==> src/rtl/shift_scheduler.sv <==
// shift_scheduler: two requesters share one logical shifter, round-robin granted.
// Define SHIFT_SCHEDULER_BARREL_EN to do the whole shift on the accepting edge.
module shift_scheduler #(
    parameter int MemoryElementWidth = 12
) (
    input  logic                          clock,
    input  logic                          reset,
    input  logic                          req0_valid,
    output logic                          req0_ready,
    input  logic [MemoryElementWidth-1:0] req0_value,
    input  logic [MemoryElementWidth-1:0] req0_amount,
    input  logic                          req0_right,
    input  logic                          req1_valid,
    output logic                          req1_ready,
    input  logic [MemoryElementWidth-1:0] req1_value,
    input  logic [MemoryElementWidth-1:0] req1_amount,
    input  logic                          req1_right,
    output logic                          res_valid,
    input  logic                          res_ready,
    output logic [MemoryElementWidth-1:0] res_value,
    output logic                          res_owner,
    output logic                          busy
);
    localparam int W = MemoryElementWidth;
    localparam logic [W-1:0] WMAX = W'(W);
    localparam logic [W-1:0] ONE = W'(1);

    typedef enum logic [1:0] {
        IDLE,
        SHIFT,
        DONE
    } state_t;

    state_t       state, state_n;
    logic [W-1:0] acc, acc_n;
    logic [W-1:0] count, count_n;
    logic         dir, dir_n;
    logic         owner, owner_n;
    logic         pref, pref_n;

    logic         win0, win1, take;
    logic         sel_right;
    logic [W-1:0] sel_value, sel_amount, sel_count;

    // pref names the requester that wins a tie
    assign win0 = req0_valid && (!pref || !req1_valid);
    assign win1 = req1_valid && (pref || !req0_valid);

    assign req0_ready = (state == IDLE) && win0;
    assign req1_ready = (state == IDLE) && win1;
    assign take = req0_ready || req1_ready;

    assign sel_right  = win1 ? req1_right  : req0_right;
    assign sel_value  = win1 ? req1_value  : req0_value;
    assign sel_amount = win1 ? req1_amount : req0_amount;
    assign sel_count  = (sel_amount > WMAX) ? WMAX : sel_amount;

    assign res_valid = (state == DONE);
    assign busy      = (state != IDLE);
    assign res_value = acc;
    assign res_owner = owner;

    always_comb begin
        state_n = state;
        acc_n   = acc;
        count_n = count;
        dir_n   = dir;
        owner_n = owner;
        pref_n  = pref;
        unique case (state)
            IDLE: begin
                if (take) begin
                    dir_n   = sel_right;
                    owner_n = win1;
`ifdef SHIFT_SCHEDULER_BARREL_EN
                    acc_n   = sel_right ? (sel_value >> sel_count)
                                        : (sel_value << sel_count);
                    count_n = '0;
                    state_n = DONE;
`else
                    acc_n   = sel_value;
                    count_n = sel_count;
                    state_n = (sel_count == '0) ? DONE : SHIFT;
`endif
                end
            end
            SHIFT: begin
                acc_n   = dir ? (acc >> 1) : (acc << 1);
                count_n = count - ONE;
                if (count == ONE) state_n = DONE;
            end
            DONE: begin
                if (res_ready) begin
                    state_n = IDLE;
                    pref_n  = ~owner;
                end
            end
            default: state_n = IDLE;
        endcase
    end

    always_ff @(posedge clock) begin
        if (reset) begin
            state <= IDLE;
            acc   <= '0;
            count <= '0;
            dir   <= 1'b0;
            owner <= 1'b0;
            pref  <= 1'b0;
        end else begin
            state <= state_n;
            acc   <= acc_n;
            count <= count_n;
            dir   <= dir_n;
            owner <= owner_n;
            pref  <= pref_n;
        end
    end
endmodule

==> config.mk <==
export PLATFORM = sky130hd
export DESIGN_NAME = shift_scheduler
export DESIGN_NICKNAME = d
export VERILOG_FILES = /design/src/rtl/shift_scheduler.sv
export SDC_FILE = /design/constraint.sdc
export NUM_CORES = 1
export LEC_CHECK = 0
export ABC_AREA = 1
export CAP_MARGIN = 40
export CORE_ASPECT_RATIO = 1.25
export CORE_MARGIN = 2
export CORE_UTILIZATION = 45
export DETAILED_ROUTE_END_ITERATION = 10
export PLACE_DENSITY = 0.81
export SLEW_MARGIN = 20
export SYNTH_ARGS = -nofsm -noshare
export SYNTH_HDL_FRONTEND = slang
export SYNTH_SLANG_ARGS = --single-unit
==> constraint.sdc <==
create_clock -name clock -period 2.4 [get_ports clock]
set_input_delay 0.48 -clock clock [delete_from_list [all_inputs] [get_ports clock]]
set_output_delay 0.48 -clock clock [all_outputs]
set_load 0.05 [all_outputs]
# Word level (Yosys, flattened, before mapping)
# Cells that the tools add are included.
# classes
mux	14
bitwise	1
order_cmp	1
addsub	1
reduce_logical	18
eq_ne	6
# op_table
op	n
2-to-1 mux 12 bit	6
case mux 12 bit (2 select lines)	2
== test 12 x 1 -> 1 bit (second input constant)	1
greater-than comparator 12 x 4 -> 1 bit (second input constant)	1
logical NOT 12 bit	1
subtractor 12 x 1 -> 12 bit (second input constant)	1
2-to-1 mux 2 bit	4
case mux 2 bit (3 select lines)	1
AND reduction 2 bit	3
logical AND 1 bit	4
!= test 2 bit (second input constant)	2
nonzero test 2 bit	2
logical NOT 1 bit	3
logical OR 1 bit	3
AND reduction 3 bit	1
== test 2 x 1 -> 1 bit (second input constant)	1
== test 2 bit (second input constant)	1
logical NOT 2 bit	1
!= test 2 x 1 -> 1 bit (second input constant)	1
2-to-1 mux 1 bit	1
NOT 1 bit	1
# word_totals
output_inout_bits	17
reg_bits	29

# Longest topological paths before layout
# logic_depth
ltp_word	10
mapped_depth	13
ltp_nobuf	12

# Worst setup path after synthesis
# OpenSTA, ideal clock, no wires.
# synth_timing
kind	input to output
from	input port req1_valid
to	output port req0_ready
path_slack_ns	0.749
arrival_ns	1.171
path_buffers	1
cell_stages	4
t_required_ns	1.920
cell_sequence	buf_6 > nand2_4 > nand3_1 > inv_1
# synth_between
elab_chain_cells	4
# synth_lines
item	line	source
from (decl)	13	input logic req1_valid,
logical NOT 1 bit	46	assign win0 = req0_valid && (!pref || !req1_valid);
logical OR 1 bit	46	
logical AND 1 bit	46	
logical AND 1 bit	49	assign req0_ready = (state == IDLE) && win0;
to (decl)	9	output logic req0_ready,
# No other way between the ends.

# Final worst setup path
# layout_timing
from	input port req1_valid
to	output port req1_ready
# layout_between
elab_chain_cells	2
# layout_lines
item	line	source
logical AND 1 bit	47	assign win1 = req1_valid && (pref || !req0_valid);
logical AND 1 bit	50	assign req1_ready = (state == IDLE) && win1;
to (decl)	14	output logic req1_ready,
# No other way between the ends.

==> results by group <==
Layout
  • Commonest non-fill, non-tap cells in the layout: 69 x clkdlybuf4s50_1, 65 x nand2_1, 48 x inv_1, 33 x o21ai_0, 29 x dfxtp_1
  • Diodes inserted: 0
  • Nets@finish: 435
  • Area grow syn2layout: 44.1%
  • Most common cell after layout, fill and taps aside: clkdlybuf4s50_1
  • Layout cells sized above 1: 0.0844
  • Final Cell Area: 2900 sq um
  • Filler instances: 388
  • Final Util: 0.664

Floorplan
  • Initial Utilization: 0.461
  • Full die area: between 5000 and 6000 sq um
  • # rows: 27
  • Die span in x: 63.8 um
  • Chip Height: a little under 80 um
  • Num ports: 72
  • Core area: around 4400 sq um

Status
  • Status: completed

Synth
  • Synth Area in XOR/XNOR: 0.0218
  • Gate count of the mapped netlist: about 310
  • Seq/Total Area, Yosys: 0.289
  • Net count after synthesis: about 360
  • Compound-Gate Fraction of Synth Area: 0.253
  • #FFs+latches synth: 29
  • Main combinational cell family by area after synthesis: simple AND/OR/NAND/NOR gates
  • Synth Area in Adders: 0.0125
  • Ys async rst share: 0
  • Synthesized area: approximately 2000 sq um
  • Post-synthesis mux area share: 0
  • Prevailing post-synth register cell: dfxtp_1
  • EDFF count, synth: 0
  • Yosys warns: 0
  • Unique masters post-synth: 29
  • Mapped Avg Cell Area: ~6.5 sq um
  • Post-synthesis simple-gate area fraction: 0.287

Clocking
  • CTS Buf Count: 5
  • Clock transition at path regs: roughly 0.060 ns
  • Clk sinks: 29
  • CTS tree: built
  • H-tree lvl count: 2
  • # resized after CTS: 0
  • Hold Buf Count CTS: 0
  • Worst-Skew Late Latency: around 0.28 ns
  • CTS root buffer: clkbuf_8
  • Post-CTS Setup Inserts: 0
  • Clk buf depth: 2

Timing
  • Tightest Pin Transition: just over 0.5 ns
  • Final period util: 0.932
  • Fin. Hold Viols: 0
  • Worst setup skew after layout: ~0.0093 ns
  • Setup Viol. Count Final: 0
  • Slew margin rel.: 0.655
  • Slew Limit Fails: 0
  • Fin crit period: about 2.2 ns
  • Fmax: between 400 and 500 MHz
  • Unrepaired setup endpoints after global routing: no
  • Hold slack: roughly 0.47 ns

Global routing
  • GRT Util Overall: 0.219
  • Grt ovf: 0
  • First-pass GRT wire length: a little under 9000 um
  • Antenna violations before repair: 0
  • Pin count of the biggest net entering global routing: 30
  • Vias in the first global route: 2055

Placement
  • DP HPWL: between 3000 and 4000 um
  • Post-DP Area: 2780 sq um
  • RD Place Congestion: slightly below 0.8
  • PortBufs: 71

Worst setup path
  • Crit end category: output port
  • Critical path required time: about 1.9 ns
  • WP data arrival: ~1.8 ns
  • Critical path type: input pin to output port
  • Crit path capture: req1_ready
  • Worst setup SP type: input pin
  • Worst r2r path cells: 8
  • Reg2Reg Setup Slack: 0.69 ns
  • R2r startpoint: pref$_SDFFE_PP0P_
  • Setup crit start: req1_valid
  • R2R Path End: res_value[4]$_SDFFE_PP0P_
  • CP max FO: 13

Hold path
  • Worst Min Path Start: count[10]$_SDFFE_PP0P_
  • HP Class: flip-flop to flip-flop

Detailed routing
  • Iteration-0 DRC Markers: 93
  • Final ANT Viol Nets: 0
  • Drt pass-1 iters: 4
  • Drt total wl: ~5200 um
  • DRC: 0
  • Via/cell ratio: ~5
  • Wire per inst: roughly 12 um
  • Vias after detailed routing: 2191

Power and ir drop
  • Power Density: 1170 nW/um^2
  • Lkg Pwr: approximately 1.3 nW
  • VDD IR-drop max: roughly 0.38 mV

Run
  • Max Cap Viol: 0
## layer usage
metal	wire length (um)	global-route usage	share of wire	vias up
met3	174	0.0382	0.034	8
met4	85	0.0783	0.016	0
met2	2670	0.384	0.52	50
met5	0	0	0	-
met1	2220	0.268	0.43	981
li1	-	-	-	1152
## cells in the mapped netlist, types with 3 or more instances
cell,instances,share of area
nand2_2,4,0.012
a21oi_1,14,0.035
buf_2,3,0.0075
a22oi_1,10,0.037
nand4_1,5,0.016
nand2_4,3,0.017
a31oi_1,14,0.044
nand2_1,65,0.12
xor2_1,3,0.013
nor3_1,3,0.0075
nor2_1,12,0.022
nand3_1,20,0.050
buf_6,4,0.022
o21bai_1,12,0.045
inv_1,48,0.090
clkbuf_1,7,0.013
nor2_4,4,0.022
o21ai_0,33,0.082
dfxtp_1,29,0.29
## where the power goes
part	total, mW	switching (mW)	internal (mW)	leakage (nW)
Sequential	0.860	0.188	0.671	0.239
Clock	0.518	0.180	0.338	0.0585
Combinational	2.02	1.27	0.748	0.971
Total	3.40	1.64	1.76	1.27
## worst min-delay path by stage
| stage | depth (start not counted) | to | slack, ns |
|---|---|---|---|
| 2_1_floorplan | 2 | count[10]$_SDFFE_PP0P_ | 0.44 |
| 3_5_place_dp | 2 | count[10]$_SDFFE_PP0P_ | 0.46 |
| 5_1_grt | 2 | count[10]$_SDFFE_PP0P_ | 0.50 |
| 6_report | 2 | count[10]$_SDFFE_PP0P_ | 0.47 |
| 4_1_cts | 2 | count[10]$_SDFFE_PP0P_ | 0.47 |
| 3_3_place_gp | 2 | count[10]$_SDFFE_PP0P_ | 0.45 |
## critical path: stages
cell             delay (ns)
clkdlybuf4s50_1        0.59
nand2_4                0.13
nand2_4                0.17
nand2_1                0.13
inv_1                  0.12
buf_12                 0.14
## flip-flops by register name, indices dropped and copies added, names as in the netlist
name       cells
pref           1
res_owner      1
res_value     12
count         12
dir            1
state          2
## kinds of logic (layout without fill, tap and decap cells)
family	count (synthesis)	in the layout
and+or+nand+nor	121	121
DFF	29	29
adders and majority gates	2	2
xor gates and xnor gates	5	5
buffers and inverters	64	136
AOI/OAI and AO/OA	86	86
## final cells by class
class	instances	area (sq um)	share of cell area
clock buffers	7	86.3	0.0298
clock inverters	1	30.0	0.0104
inverters	50	188	0.0648
multi-input cells	214	1150	0.399
flip-flops and latches	29	581	0.201
well taps	58	72.6	0.0251
repair buffers	78	783	0.271
## stage by stage
stage	worst slack [ns]	instances	setup TNS, ns	power, mW
finish	0.164	437	0	3.40
global route	0.0690	437	0	3.66
CTS	0.149	437	0	3.40
detailed placement	-0.0141	429	-0.0277	2.87
global placement	0.112	429	0	2.83
floorplan	0.749	307	0	2.30
No activity file was read; power rests on OpenSTA's default activity.
==> RTL change (same settings) <==
The parameter `MemoryElementWidth` goes from 12 to 18.
--- a/src/rtl/shift_scheduler.sv
+++ b/src/rtl/shift_scheduler.sv
@@ -3,3 +3,3 @@
 module shift_scheduler #(
-    parameter int MemoryElementWidth = 12
+    parameter int MemoryElementWidth = 18
 ) (
Ports: changed (5 resized); port bits go from 72 to 102. No check against the original RTL was run, so the function may have changed too.
==> RTL change against the unedited design <==
Largest cell class unchanged. Largest power group unchanged. Area after synthesis rose by 50%. Global-route usage rose by 1.3 points. Total power fell by 8.1%. Highest routed layer unchanged. Synthesized cell count rose by 64%. Core utilization fell by 0.44 points. Critical path type unchanged. Sequential cell count rose by 12. Setup slack improved by 0.013 ns. Design area rose by 49%. Routed wire length rose by 69%.
==> RTL change: results (changes against the unedited design) <==
- The share of the synthesized area in compound gates (AO/OA/AOI/OAI) was 23.11% (was 25.34%).
- The fraction of layout cells with a size suffix above 1 is 8.775% (was 8.443%).
- The average cell area after synthesis is 6.007 µm² (was 6.545 µm²).
- The first-pass GRT wire length is 14.33 mm (was 8.928 mm).
- The maximum single-stage delay on the critical path is 0.48 ns (was 0.59 ns).
- The post-synthesis adder-cell area fraction is 0.8299% (was 1.245%).
- The relative slew slack came to 59.34% (was 65.53%).
- The vias per cell is 5.184 (was 5.014).
- The final wirelength is 8.734 mm (was 5.156 mm).
- The reported leakage power came to 1.897 nW (was 1.268 nW).
- The start of the worst register-to-register path was count[0] (was pref).
- The count of input and output buffers is 101 (was 71).
- Largest cells by area after synthesis: dfxtp_1 (27%), nand2_1 (13%), nor2_1 (11%) (was dfxtp_1 (29%), nand2_1 (12%), inv_1 (9.0%)).
- The endpoint of the worst hold path is count[15] (was count[10]).
- The latest clock arrival within the worst-skew pair is 0.30 ns (was 0.28 ns).
- The post-synthesis xor/xnor area fraction was 1.162% (was 2.179%).
- The hold path startpoint is count[15] (was count[10]).
- The via total after detailed routing is 3582 (was 2191).
- The clock edge transition at the registers on the reported setup and hold paths is 0.08 ns (was 0.06 ns).
- Ranking of synthesized cells by instance count: nand2_1 (104), nor2_1 (92), o21ai_0 (59) (was nand2_1 (65), inv_1 (48), o21ai_0 (33)).
- The data arrival time of the critical path was 1.74 ns (was 1.76 ns).
- The largest net degree at the start of global routing was 36 (was 30).
- The worst slack at placement was -0.05012 ns (was -0.01408 ns).
- The worst voltage drop across the vdd grid is 0.4102 mV (was 0.3778 mV).
- The final setup skew was 0.009374 ns (was 0.009262 ns).
- The weighted congestion reported at the end of routability-driven placement was 0.9230 (was 0.7683).
- The detailed-placement wirelength estimate is 6.563 mm (was 3.887 mm).
- The post-synthesis net count was 583 (was 364).
- The placed instance count is 683 (was 429).
- The setup slack of the most critical reg-to-reg path is 0.53 ns (was 0.69 ns).
- The number of DRC violations after detailed-routing iteration 0 is 236 (was 93).
- Outcome: finished, final reports clean (unchanged).
RTL change: power breakdown:
part | internal (W) | leakage, nW | switching [W] | total, W
registers | 0.000804 | 0.338 | 0.000115 | 0.000919
logic | 0.000607 | 1.49 | 0.000945 | 0.00155
clock network | 0.000413 | 0.0681 | 0.000240 | 0.000653
RTL change: logic make-up after synthesis:
kind of cell	Yosys count
buffers and inverters	82
and+or+nand+nor	250
AOI/OAI and AO/OA	123
DFF	41
xor gates and xnor gates	4
adders and majority gates	2
RTL change: critical path, delay by kind of cell:
| family | cells | cell delay, ns |
|---|---|---|
| buf+inv | 4 | 0.87 |
| simple gates | 3 | 0.38 |
RTL change: area by class of cell:
cell class / instances / area (µm²) / area share (%)
repair buffers: 118 / 1186 / 27.55
clock buffers: 5 / 68.82 / 1.598
inverters: 58 / 225.2 / 5.231
multi-input cells: 379 / 1831 / 42.52
clock inverters: 3 / 65.06 / 1.511
well taps: 87 / 108.9 / 2.528
flip-flops and latches: 41 / 820.8 / 19.06
RTL change: worst max-delay path by stage:
stage	depth (start not counted)	slack (ns)	end	start
after floorplan	5	0.66	req0_ready	req1_valid
after global placement	12	0.02	state[0]	req1_valid
after detailed placement	12	-0.05	state[0]	req1_valid
after CTS	6	0.01	req1_ready	req1_valid
after global routing	7	0.07	req1_ready	req0_valid
final	7	0.18	req1_ready	req0_valid
RTL change: stage by stage:
step	instance area (µm²)	hold WS, ns
final	4305	0.4792
after global routing	4305	0.5208
after CTS	4303	0.4846
after detailed placement	4169	0.4720
after global placement	4169	0.4649
after floorplan	3015	0.4525
RTL change: timing repair:
item | in CTS | in global routing
endpoints found under the setup margin | 0 | 1
resized for setup | 0 | 1
hold buffers | 0 | 0
setup buffers | 0 | 0
RTL change: layer usage:
| metal | share of wire (%) | track usage, % | vias up | routed length [µm] |
|---|---|---|---|---|
| li1 | - | - | 1834 | - |
| met5 | 0 | 0 | - | 0 |
| met4 | 2.0 | 7.887 | 0 | 174 |
| met3 | 5.0 | 3.409 | 15 | 436 |
| met1 | 43 | 27.93 | 1610 | 3793 |
| met2 | 50 | 42.54 | 123 | 4329 |
